[src/rtl/tv_sync_gen.sv]
// Composite-video timing generator: composite sync, blanking/burst gates, field flag,
// PAL line-alternation phase and position counters, with external vertical resync.
module tv_sync_gen #(
  parameter int HL          = 768,
  parameter int FIELD_HL    = 625,
  parameter int SYNC_W      = 114,
  parameter int NARROW_W    = 56,
  parameter int BROAD_W     = 655,
  parameter int BROAD_HL    = 5,
  parameter int EQ_PRE      = 5,
  parameter int EQ_POST     = 7,
  parameter int BURST_START = 138,
  parameter int BURST_W     = 75,
  parameter int BLANK_END   = 249,
  parameter int BLANK_START = 1496
) (
  input  logic        clk24,
  input  logic        reset_n,
  input  logic        ce,
  input  logic        interlace,
  input  logic        field_alt_en,
  input  logic        resync,
  output logic        sync_n,
  output logic        blank,
  output logic        burst,
  output logic        field,
  output logic        chroma_alt,
  output logic        line_start,
  output logic        field_start,
  output logic [11:0] hpos,
  output logic [9:0]  halfline
);

  localparam logic [11:0] HC_HALF_LAST = 12'(HL - 1);
  localparam logic [11:0] HC_LAST      = 12'(2 * HL - 1);
  localparam logic [11:0] HL_LEN       = 12'(HL);
  localparam logic [11:0] SYNC_LEN     = 12'(SYNC_W);
  localparam logic [11:0] NARROW_LEN   = 12'(NARROW_W);
  localparam logic [11:0] BROAD_LEN    = 12'(BROAD_W);
  localparam logic [11:0] BURST_LO     = 12'(BURST_START);
  localparam logic [11:0] BURST_HI     = 12'(BURST_START + BURST_W);
  localparam logic [11:0] BLANK_LO     = 12'(BLANK_END);
  localparam logic [11:0] BLANK_HI     = 12'(BLANK_START);
  localparam logic [9:0]  BROAD_END    = 10'(BROAD_HL);
  localparam logic [9:0]  EQ_PRE_END   = 10'(BROAD_HL + EQ_PRE);
  localparam logic [9:0]  FLEN_ILACE   = 10'(FIELD_HL);
  localparam logic [9:0]  FLEN_PROG    = 10'(FIELD_HL - 1);
  localparam logic [9:0]  EQ_POST_LEN  = 10'(EQ_POST);

  logic [11:0] hc;
  logic [9:0]  hlc;
  logic        fld;
  logic        rs_q;

  logic [9:0]  flen;
  logic [9:0]  flen_last;
  logic [9:0]  eq_post_start;
  logic [11:0] hp;
  logic        hl_bound;
  logic        field_end;
  logic        rs_fall;
  logic        zone_broad;
  logic        zone_narrow;
  logic        sync_low;
  logic        burst_on;
  logic        blank_on;

  always_comb begin
    flen          = interlace ? FLEN_ILACE : FLEN_PROG;
    flen_last     = flen - 10'd1;
    eq_post_start = flen - EQ_POST_LEN;
    hp            = (hc < HL_LEN) ? hc : hc - HL_LEN;
    hl_bound      = (hc == HC_HALF_LAST) || (hc == HC_LAST);
    // >= rather than == so a mid-field switch to a shorter field still terminates
    field_end     = hl_bound && (hlc >= flen_last);
    rs_fall       = rs_q & ~resync;
    zone_broad    = hlc < BROAD_END;
    zone_narrow   = !zone_broad && ((hlc < EQ_PRE_END) || (hlc >= eq_post_start));
  end

  always_comb begin
    sync_low = 1'b0;
    if (zone_broad)
      sync_low = hp < BROAD_LEN;
    else if (zone_narrow)
      sync_low = hp < NARROW_LEN;
    else
      sync_low = hc < SYNC_LEN;
    burst_on = !(zone_broad || zone_narrow) && (hc > BURST_LO) && (hc < BURST_HI);
    blank_on = zone_broad || zone_narrow || (hc < BLANK_LO) || (hc > BLANK_HI);
  end

  // Resync wins over wrap/field end so fld toggles only once on a coincident edge.
  always_ff @(posedge clk24 or negedge reset_n) begin
    if (!reset_n) begin
      hc   <= '0;
      hlc  <= '0;
      fld  <= 1'b0;
      rs_q <= 1'b1;
    end else if (ce) begin
      rs_q <= resync;
      if (rs_fall) begin
        hc  <= '0;
        hlc <= '0;
        fld <= ~fld;
      end else begin
        hc <= (hc == HC_LAST) ? 12'd0 : hc + 12'd1;
        if (field_end) begin
          hlc <= '0;
          fld <= ~fld;
        end else if (hl_bound) begin
          hlc <= hlc + 10'd1;
        end
      end
    end
  end

  // field_start marks the first clock of half-line 0; on odd-length fields that
  // alternates between hpos=0 and hpos=HL because hc is never reset at field end.
  always_ff @(posedge clk24 or negedge reset_n) begin
    if (!reset_n) begin
      sync_n      <= 1'b1;
      blank       <= 1'b1;
      burst       <= 1'b0;
      field       <= 1'b0;
      chroma_alt  <= 1'b0;
      line_start  <= 1'b0;
      field_start <= 1'b0;
      hpos        <= '0;
      halfline    <= '0;
    end else if (ce) begin
      sync_n      <= ~sync_low;
      blank       <= blank_on;
      burst       <= burst_on;
      field       <= fld;
      chroma_alt  <= hlc[1] ^ (field_alt_en & fld);
      line_start  <= (hc == 12'd0);
      field_start <= (hlc == 10'd0) && (hp == 12'd0);
      hpos        <= hc;
      halfline    <= hlc;
    end
  end

endmodule

[config.mk]
export PLATFORM = sky130hd
export DESIGN_NAME = tv_sync_gen
export DESIGN_NICKNAME = d
export VERILOG_FILES = /design/src/rtl/tv_sync_gen.sv
export SDC_FILE = /design/constraint.sdc
export NUM_CORES = 1
export LEC_CHECK = 0
export ABC_AREA = 1
export ABC_CLOCK_PERIOD_IN_PS = 2400
export BUFFER_PORTS_ARGS = -buffer_cell sky130_fd_sc_hd__buf_2
export CAP_MARGIN = 20
export CORE_MARGIN = 2
export CORE_UTILIZATION = 35
export CTS_BUF_LIST = sky130_fd_sc_hd__clkbuf_2
export CTS_CLUSTER_SIZE = 14
export DETAILED_ROUTE_END_ITERATION = 16
export PLACE_DENSITY = 0.58
export SLEW_MARGIN = 20
export SYNTH_ARGS = -nofsm -noshare
export SYNTH_HDL_FRONTEND = slang
export SYNTH_SLANG_ARGS = --single-unit
[constraint.sdc]
create_clock -name clk24 -period 2.4 [get_ports clk24]
set_input_delay 0.12 -clock clk24 [delete_from_list [all_inputs] [get_ports clk24]]
set_output_delay 0.12 -clock clk24 [all_outputs]
set_load 0.01 [all_outputs]
==> results_dict.tcl, run 1 <==
set metrics [dict create \
    status "finished clean" \
    hp-start "ce" \
    synth_edf_count 0 \
    crit_path_start "hc[9]$_DFFE_PN0P_" \
    cts_buffers 5 \
    routedWlPerCell_um 13.61 \
    p_leak_nw 1.718 \
    syn2layout_area_growth_pct 12.10 \
    synthFlopType "dfrtp_1" \
    io_buffers 34 \
    layout-drive-gt1-share_pct 15.85 \
    r2r_start "hc[9]$_DFFE_PN0P_" \
    multi_input_area_um2 1463 \
    pin_count 35 \
    row_count 33 \
    utilization_pct 40.83 \
    die_h_um 96.71 \
    first_global_vias 2525 \
    finalSetupViolCount 0 \
    synth-seq-cells 53 \
    synth.net_count 412 \
    path_class "flop to flop" \
    viasPerCell 5.013 \
    register_area_um2 1330 \
    ys_warn_count 0 \
    die_w_um 96.71 \
    grtUsageTotal_pct 16.16 \
    detail_route.first_pass.iterations 9 \
    grt_pass1_wl_um 12560 \
    fin_nets 450 \
    finalHoldWorstSlack_ns 0.1151 \
    cts_buffer_depth 2 \
    fmaxAchievable_mhz 542.9 \
    vias 2677 \
    start_util_pct 36.42 \
    async_reset_ff_share_pct 100.0 \
    root_buffer "clkbuf_2" \
    netlist_area_um2 3008 \
    slowest_stage "dfrtp_1" \
    finalCritPeriodShare_pct 76.75 \
    required_ns 2.81 \
    ir_drop_v 0.0002295 \
    cts_tree "built" \
    fillerInstances 860 \
    hold_path_depth 7 \
    ff2ff_path_depth 9 \
    final_area_um2 3372 \
    slowest_delay_ns 0.52 \
    drtAntennaViolNets 0 \
    hold_class "primary input to flop" \
    fp.dieArea_um2 9352 \
    hold_viol_final 0 \
    slew_headroom_pct 60.98 \
    drt-total-wl_um 7268 \
    worstPathCellList "inv_1, ha_1, nand3_1, nor2_4, o21ai_2, nand2_4, nand2_2, inv_2, nor2_1" \
    worstPathArrival_ns 2.26 \
    grt_setup_unrepaired "false" \
    drt_iter0_drc 176 \
    finalSetupTns_ns 0 \
    clk_latency_ns 0.45 \
    netlist_instances 390 \
    yosysSeqAreaShare_pct 44.22 \
    place_area_um2 3278 \
    power.density_nw_per_um2 819.1 \
    final_common_cell "nand2_1" \
    synth.distinct_cells 35 \
    drcViolationCount 0 \
    drv_slew 0 \
    fp.coreArea_um2 8258 \
    grt_max_degree 50 \
    layout_common_cells "nand2_1, dfrtp_1, nor2_1" \
    min_period_ns 1.842 \
    globalplace.congestion 0.9127 \
    h-tree-depth 2 \
    maxCapViolCount 0 \
    cp-start-kind "flop" \
    clock_skew_ns 0.03424 \
    synth_area_per_cell_um2 7.713 \
    crit_fanout 14 \
    path_clk_slew_ns 0.28 \
    clock-sinks 53 \
    dp_hpwl_um 5491 \
    antenna_cells 0 \
    end_kind "flop" \
    antenna_found_initial 0 \
    worst_slew_pin_slew_ns 0.5852 \
    grt_overflow 0 \
]
[final cells by class]
type,instances,area share (%)
clock buffers,6,0.8905
flip-flops and latches,53,39.44
repair buffers,40,6.605
inverters,43,4.787
multi-input cells,285,43.38
clock inverters,2,1.002
well taps,105,3.896
[cell usage after synthesis, types with 6 or more instances]
cell | instances | area, um^2
a21oi_1 | 7 | 35.03
dfrtp_1 | 50 | 1251
ha_1 | 16 | 200.2
inv_1 | 37 | 138.9
inv_2 | 6 | 22.52
nand2_1 | 100 | 375.4
nand3_1 | 27 | 135.1
nand4_1 | 8 | 50.05
nor2_1 | 48 | 180.2
nor3_1 | 12 | 60.06
o21ai_0 | 34 | 170.2
[power breakdown]
group	leakage (nW)	switching, mW	internal, mW
Combinational	0.987	0.589	0.349
Sequential	0.690	0.240	1.12
Clock	0.0406	0.283	0.177
[final timing paths]
check / endpoint / slack, ns
worst max-delay path: hlc[8]$_DFFE_PN0P_ / 0.56
worst min-delay path: hc[7]$_DFFE_PN0P_ / 0.12
worst max register to register: hlc[8]$_DFFE_PN0P_ / 0.56
worst min register to register: field$_DFFE_PN0P_ / 0.50
max in group asynchronous: sync_n$_DFFE_PN1P_ / 1.40
min in group asynchronous: halfline[0]$_DFFE_PN0P_ / 0.15
[per-layer routing]
layer | up-vias | GRT usage (%) | part of all wire, %
met5 | - | 0 | 0
met4 | 0 | 4.334 | 1.2
met3 | 10 | 3.035 | 5.6
met2 | 86 | 22.70 | 41
met1 | 1240 | 25.25 | 53
li1 | 1341 | - | -
[worst max-delay path, delay by kind of cell (launching register included)]
kind	cells	cell delay, ns
and+or+nand+nor	5	0.61
AOI/OAI and AO/OA	1	0.26
buffers and inverters	2	0.22
DFF	1	0.52
adders and majority gates	1	0.23
[kinds of logic (layout without fill, tap and decap cells)]
logic type      Yosys count  in the layout  share of synthesized area (%)
compound gates           55             55                          10.02
xor+xnor                  3              3                         0.8737
fa+ha+maj                16             16                          6.656
buf+inv                  52             91                          7.154
flops                    53             53                          44.22
simple gates            211            211                          31.07
[registers in the layout, indices dropped and copies added (netlist names), 10 cells and up]
register	cells
hlc	10
halfline	10
hc	12
hpos	12
[through the flow]
step           std cells  setup WS, ns  total power, mW
2_1_floorplan        390        0.8235            1.961
3_3_place_gp         523        0.6987            2.302
3_5_place_dp         523        0.5811            2.317
4_1_cts              534        0.5553            2.795
5_1_grt              534        0.3931            3.000
6_report             534        0.5580            2.762
[what timing repair did]
item / CTS / global route
setup buffers: 0 / 0
hold buffers: 3 / 0
endpoints found under the hold margin: 26 / 0
resized for setup: 0 / 0
(Power assumes the default switching activity.)
==> run 2, diff against run 1 <==
--- a/config.mk
+++ b/config.mk
@@ -6,7 +6,7 @@
 export NUM_CORES = 1
 export LEC_CHECK = 0
 export ABC_AREA = 1
-export ABC_CLOCK_PERIOD_IN_PS = 2400
+export ABC_CLOCK_PERIOD_IN_PS = 1500
 export BUFFER_PORTS_ARGS = -buffer_cell sky130_fd_sc_hd__buf_2
 export CAP_MARGIN = 20
 export CORE_MARGIN = 2
@@ -14,7 +14,7 @@
 export CTS_BUF_LIST = sky130_fd_sc_hd__clkbuf_2
 export CTS_CLUSTER_SIZE = 14
 export DETAILED_ROUTE_END_ITERATION = 16
-export PLACE_DENSITY = 0.58
+export PLACE_DENSITY = 0.6
 export SLEW_MARGIN = 20
 export SYNTH_ARGS = -nofsm -noshare
 export SYNTH_HDL_FRONTEND = slang
==> constraint.sdc (replaced) <==
create_clock -name clk24 -period 1.5 [get_ports clk24]
set_input_delay 0.075 -clock clk24 [delete_from_list [all_inputs] [get_ports clk24]]
set_output_delay 0.075 -clock clk24 [all_outputs]
set_load 0.01 [all_outputs]
==> results_dict.tcl, run 2 (synthesis results as in run 1) <==
set metrics [dict create \
    reg.largest.list "hc (12), hpos (12)" \
    multi_input_area_um2 1674 \
    required_ns 1.84 \
    cts_tree "built" \
    first_global_vias 2828 \
    h-tree-depth 2 \
    clk_latency_ns 0.44 \
    root_buffer "clkbuf_2" \
    status "finished, violations left" \
    routedWlPerCell_um 13.67 \
    hold_class "primary input to asynchronous set/reset pin" \
    globalplace.congestion 0.8405 \
    r2r-end "hc[10]$_DFFE_PN0P_" \
    ff2ff_path_depth 9 \
    grt_max_degree 54 \
    start_util_pct 36.42 \
    drt-total-wl_um 8106 \
    slowest_stage "dfrtp_1" \
    p_leak_nw 2.047 \
    worstPathArrival_ns 1.94 \
    crit_fanout 7 \
    min_period_ns 1.597 \
    final_common_cell "nand2_1" \
    clock-sinks 53 \
    drcViolationCount 0 \
    layout-drive-gt1-share_pct 35.45 \
    detail_route.first_pass.iterations 4 \
    finalCritPeriodShare_pct 106.5 \
    slowest_delay_ns 0.43 \
    maxCapViolCount 0 \
    ir_drop_v 0.0004339 \
    ff2ff_setup_slack_ns -0.1 \
    vias 2912 \
    drtAntennaViolNets 0 \
    drv_slew 0 \
    fp.dieArea_um2 9352 \
    fillerInstances 807 \
    grt_pass1_wl_um 13530 \
    grtUsageTotal_pct 17.63 \
    antenna_found_initial 0 \
    finalSetupViolCount 17 \
    final_area_um2 4064 \
    pin_count 35 \
    cp_top_family "flip-flops" \
    syn2layout_area_growth_pct 35.11 \
    hold_viol_final 0 \
    fmaxAchievable_mhz 626.1 \
    drt_iter0_drc 242 \
    fin_ws_ns -0.09712 \
    register_area_um2 1334 \
    row_count 33 \
    viasPerCell 4.911 \
    path_clk_slew_ns 0.25 \
    failed_checks "setup timing" \
    slew_headroom_pct 76.77 \
    place_area_um2 3696 \
    grt_overflow 0 \
    worstPathCellList "ha_2, nand3_2, inv_2, nand2_4, nor2_4, o21ai_4, buf_6, inv_1, nor2_1" \
    io_buffers 34 \
    fin_nets 509 \
    clock_skew_ns 0.02756 \
    path_class "flop to flop" \
    dp_hpwl_um 5893 \
    dp_slack_ns -0.09983 \
    layout_common_cells "nand2_1, buf_4, dfrtp_1" \
    grt_setup_unrepaired "true" \
    cts_buffer_depth 2 \
    path_buf_inv 3 \
    die_w_um 96.71 \
    worst_slew_pin_slew_ns 0.3484 \
    die_h_um 96.71 \
    r2r_start "hc[1]$_DFFE_PN0P_" \
    power.density_nw_per_um2 1266 \
    fp.coreArea_um2 8258 \
    cts_buffers 5 \
    place_inst 575 \
    instances_no_fill 593 \
    end_kind "flop" \
    cp-start-kind "flop" \
    antenna_cells 0 \
]
[run 2: worst max path at each step]
stage,from,to,cells past startpoint
2_1_floorplan,hc[0]$_DFFE_PN0P_,hlc[2]$_DFFE_PN0P_,11
3_3_place_gp,hlc[1]$_DFFE_PN0P_,burst$_DFFE_PN0P_,9
3_5_place_dp,hc[8]$_DFFE_PN0P_,sync_n$_DFFE_PN1P_,11
4_1_cts,hc[8]$_DFFE_PN0P_,sync_n$_DFFE_PN1P_,11
5_1_grt,hc[1]$_DFFE_PN0P_,hlc[7]$_DFFE_PN0P_,11
6_report,hc[1]$_DFFE_PN0P_,hc[10]$_DFFE_PN0P_,9
[run 2: timing repair]
item                                   CTS  global route
setup endpoints to repair               25            27
pin swaps                               10            18
endpoints found under the hold margin   57             0
hold buffers                             4             0
setup buffers                            1             5
gates resized for setup                 20            43
[run 2: metrics by stage]
| stage | setup TNS [ns] | total power [mW] | hold WS, ns | util [%] |
|---|---|---|---|---|
| 2_1_floorplan | -0.01197 | 3.141 | -0.2206 | - |
| 3_3_place_gp | -0.08915 | 4.100 | 0.09144 | 44.76 |
| 3_5_place_dp | -0.7871 | 4.138 | 0.09584 | 44.76 |
| 4_1_cts | -0.5997 | 4.988 | 0.09672 | 47.23 |
| 5_1_grt | -3.138 | 5.535 | 0.09669 | 49.21 |
| 6_report | -0.9797 | 5.147 | 0.1052 | 49.21 |
[run 2: layer usage]
metal	part of all wire, %	GRT usage (%)	wire (um)
met5	0	0	0
met2	45	27.46	3654
met4	1.4	4.334	113
met3	4.2	2.962	340
met1	49	25.62	3998
[run 2: tightest hold or removal path, stage by stage]
cell	delay (ns)
dlygate4sd3_1	0.52
buf_2	0.12
buf_12	0.25
[run 2: area by class of cell]
cell class | instances | share of cell area (%)
multi-input combinational | 285 | 41.19
sequential | 53 | 32.82
timing repair buffer | 99 | 17.03
inverter | 43 | 4.156
tap | 105 | 3.233
clock inverter | 2 | 0.8313
clock buffer | 6 | 0.7389
[run 2: where the power goes]
group | total (mW) | internal, mW | switching, mW
sequential | 2.09 | 1.80 | 0.289
combinational | 2.32 | 1.02 | 1.29
clock | 0.740 | 0.284 | 0.457
==> run 3, diff against run 2 <==
--- a/config.mk
+++ b/config.mk
@@ -7,7 +7,7 @@
 export LEC_CHECK = 0
 export ABC_AREA = 1
 export ABC_CLOCK_PERIOD_IN_PS = 1500
-export BUFFER_PORTS_ARGS = -buffer_cell sky130_fd_sc_hd__buf_2
+export BUFFER_PORTS_ARGS = -buffer_cell sky130_fd_sc_hd__buf_4
 export CAP_MARGIN = 20
 export CORE_MARGIN = 2
 export CORE_UTILIZATION = 35
==> results_dict.tcl, run 3 (synthesis results as in run 1) <==
set metrics [dict create \
    start_util_pct 36.42 \
    viasPerCell 5.002 \
    r2r_start "hc[1]$_DFFE_PN0P_" \
    drv_slew 0 \
    ir_drop_v 0.0004420 \
    path_clk_slew_ns 0.24 \
    fin_ws_ns -0.1480 \
    cts_buffer_depth 2 \
    final_common_cell "nand2_1" \
    vias 2946 \
    ff2ff_path_depth 11 \
    clock_skew_ns 0.01977 \
    hold_class "primary input to asynchronous set/reset pin" \
    layout_common_cells "nand2_1, buf_4, dfrtp_1" \
    fin_nets 507 \
    failed_checks "setup timing" \
    syn2layout_area_growth_pct 35.32 \
    io_buffers 34 \
    first_global_vias 2795 \
    maxCapViolCount 0 \
    fillerInstances 804 \
    routedWlPerCell_um 13.77 \
    die_w_um 96.71 \
    grtUsageTotal_pct 16.69 \
    path_class "flop to flop" \
    fp.dieArea_um2 9352 \
    min_period_ns 1.648 \
    hold_viol_final 0 \
    antenna_found_initial 0 \
    utilization_pct 49.29 \
    finalCritPeriodShare_pct 109.9 \
    cp-start-kind "flop" \
    die_h_um 96.71 \
    status "finished, violations left" \
    fp.coreArea_um2 8258 \
    worstPathArrival_ns 2.01 \
    slew_headroom_pct 54.46 \
    cts_tree "built" \
    finalSetupViolCount 17 \
    grt_overflow 0 \
    fmaxAchievable_mhz 606.8 \
    grt_pass1_wl_um 13060 \
    grt_max_degree 54 \
    drt_iter0_drc 163 \
    power.density_nw_per_um2 1234 \
    drcViolationCount 0 \
    drt-total-wl_um 8109 \
    crit_end "hlc[3]$_DFFE_PN0P_" \
    drtAntennaViolNets 0 \
    crit_fanout 6 \
    layout-drive-gt1-share_pct 35.54 \
    crit_path_start "hc[1]$_DFFE_PN0P_" \
    instances_no_fill 589 \
    p_total_mw 5.025 \
    ff2ff_setup_slack_ns -0.15 \
    r2r-end "hlc[3]$_DFFE_PN0P_" \
    globalplace.congestion 0.9131 \
    end_kind "flop" \
    required_ns 1.87 \
    p_leak_nw 2.034 \
    reg.largest.list "hc (12), hpos (12)" \
    row_count 33 \
    antenna_cells 0 \
    clock-sinks 53 \
    dp_slack_ns -0.06130 \
    clk_latency_ns 0.43 \
    pin_count 35 \
    h-tree-depth 2 \
    cts_buffers 5 \
    dp_hpwl_um 5839 \
    root_buffer "clkbuf_2" \
    place_inst 567 \
    grt_setup_unrepaired "true" \
    worst_slew_pin_slew_ns 0.6831 \
    detail_route.first_pass.iterations 5 \
]
## run 3: critical path: stages, from the launching register on
cell and delay, ns:
dfrtp_1 0.42, ha_2 0.20, nand3_2 0.09, inv_2 0.09
nand2_4 0.06, nor2_4 0.17, nor2_4 0.05, nand2_2 0.09
nand2_4 0.09, o21ai_2 0.16, nand2_1 0.08, nor2_1 0.10
## run 3: how the worst min path moves through the flow
| stage | start | endpoint | slack (ns) | cells past startpoint |
|---|---|---|---|---|
| floorplan | reset_n | burst$_DFFE_PN0P_ | -0.22 | 0 |
| global placement | reset_n | hpos[11]$_DFFE_PN0P_ | 0.17 | 1 |
| detailed placement | reset_n | hc[2]$_DFFE_PN0P_ | 0.17 | 1 |
| CTS | reset_n | hc[3]$_DFFE_PN0P_ | 0.20 | 2 |
| global route | reset_n | hc[2]$_DFFE_PN0P_ | 0.23 | 2 |
| finish | reset_n | hc[2]$_DFFE_PN0P_ | 0.20 | 2 |
## run 3: metrics by stage
stage	instance area (um^2)	hold slack (ns)	TNS, ns
after detailed placement	3709	0.1682	-0.3790
final	4070	0.1986	-1.216
after CTS	3851	0.2046	-0.4790
after global routing	4070	0.2314	-3.348
after global placement	3709	0.1742	-0.1159
after floorplan	3023	-0.2206	-0.01197
## run 3: area by class of cell
| cell class | instances | area [um^2] | area share (%) |
|---|---|---|---|
| well taps | 105 | 131.4 | 3.228 |
| flip-flops and latches | 53 | 1333 | 32.74 |
| repair buffers | 96 | 738.2 | 18.14 |
| inverters | 43 | 167.7 | 4.119 |
| multi-input cells | 286 | 1670 | 41.04 |
| clock inverters | 1 | 5.005 | 0.1230 |
| clock buffers | 5 | 25.02 | 0.6148 |
## run 3: where the power goes
group	switching (mW)	internal [mW]
logic	1.28	1.12
registers	0.305	1.80
clock network	0.427	0.0952
## run 3: routing by layer
metal  wire length [um]  track usage [%]  share of wire (%)
met1               3960            23.87                 49
met2               3613            26.12                 45
met3                438            2.962                5.4
met4                 96            4.442                1.2
met5                  0                0                  0
## run 3: what timing repair did
action                                  4_1_cts  5_1_grt
cloned                                        1        0
resized for setup                            14       45
endpoints found under the setup margin       17       25
hold buffers                                  4        0
setup buffers                                 4        7
pin swaps                                     2       21
endpoints found under the hold margin        54        0
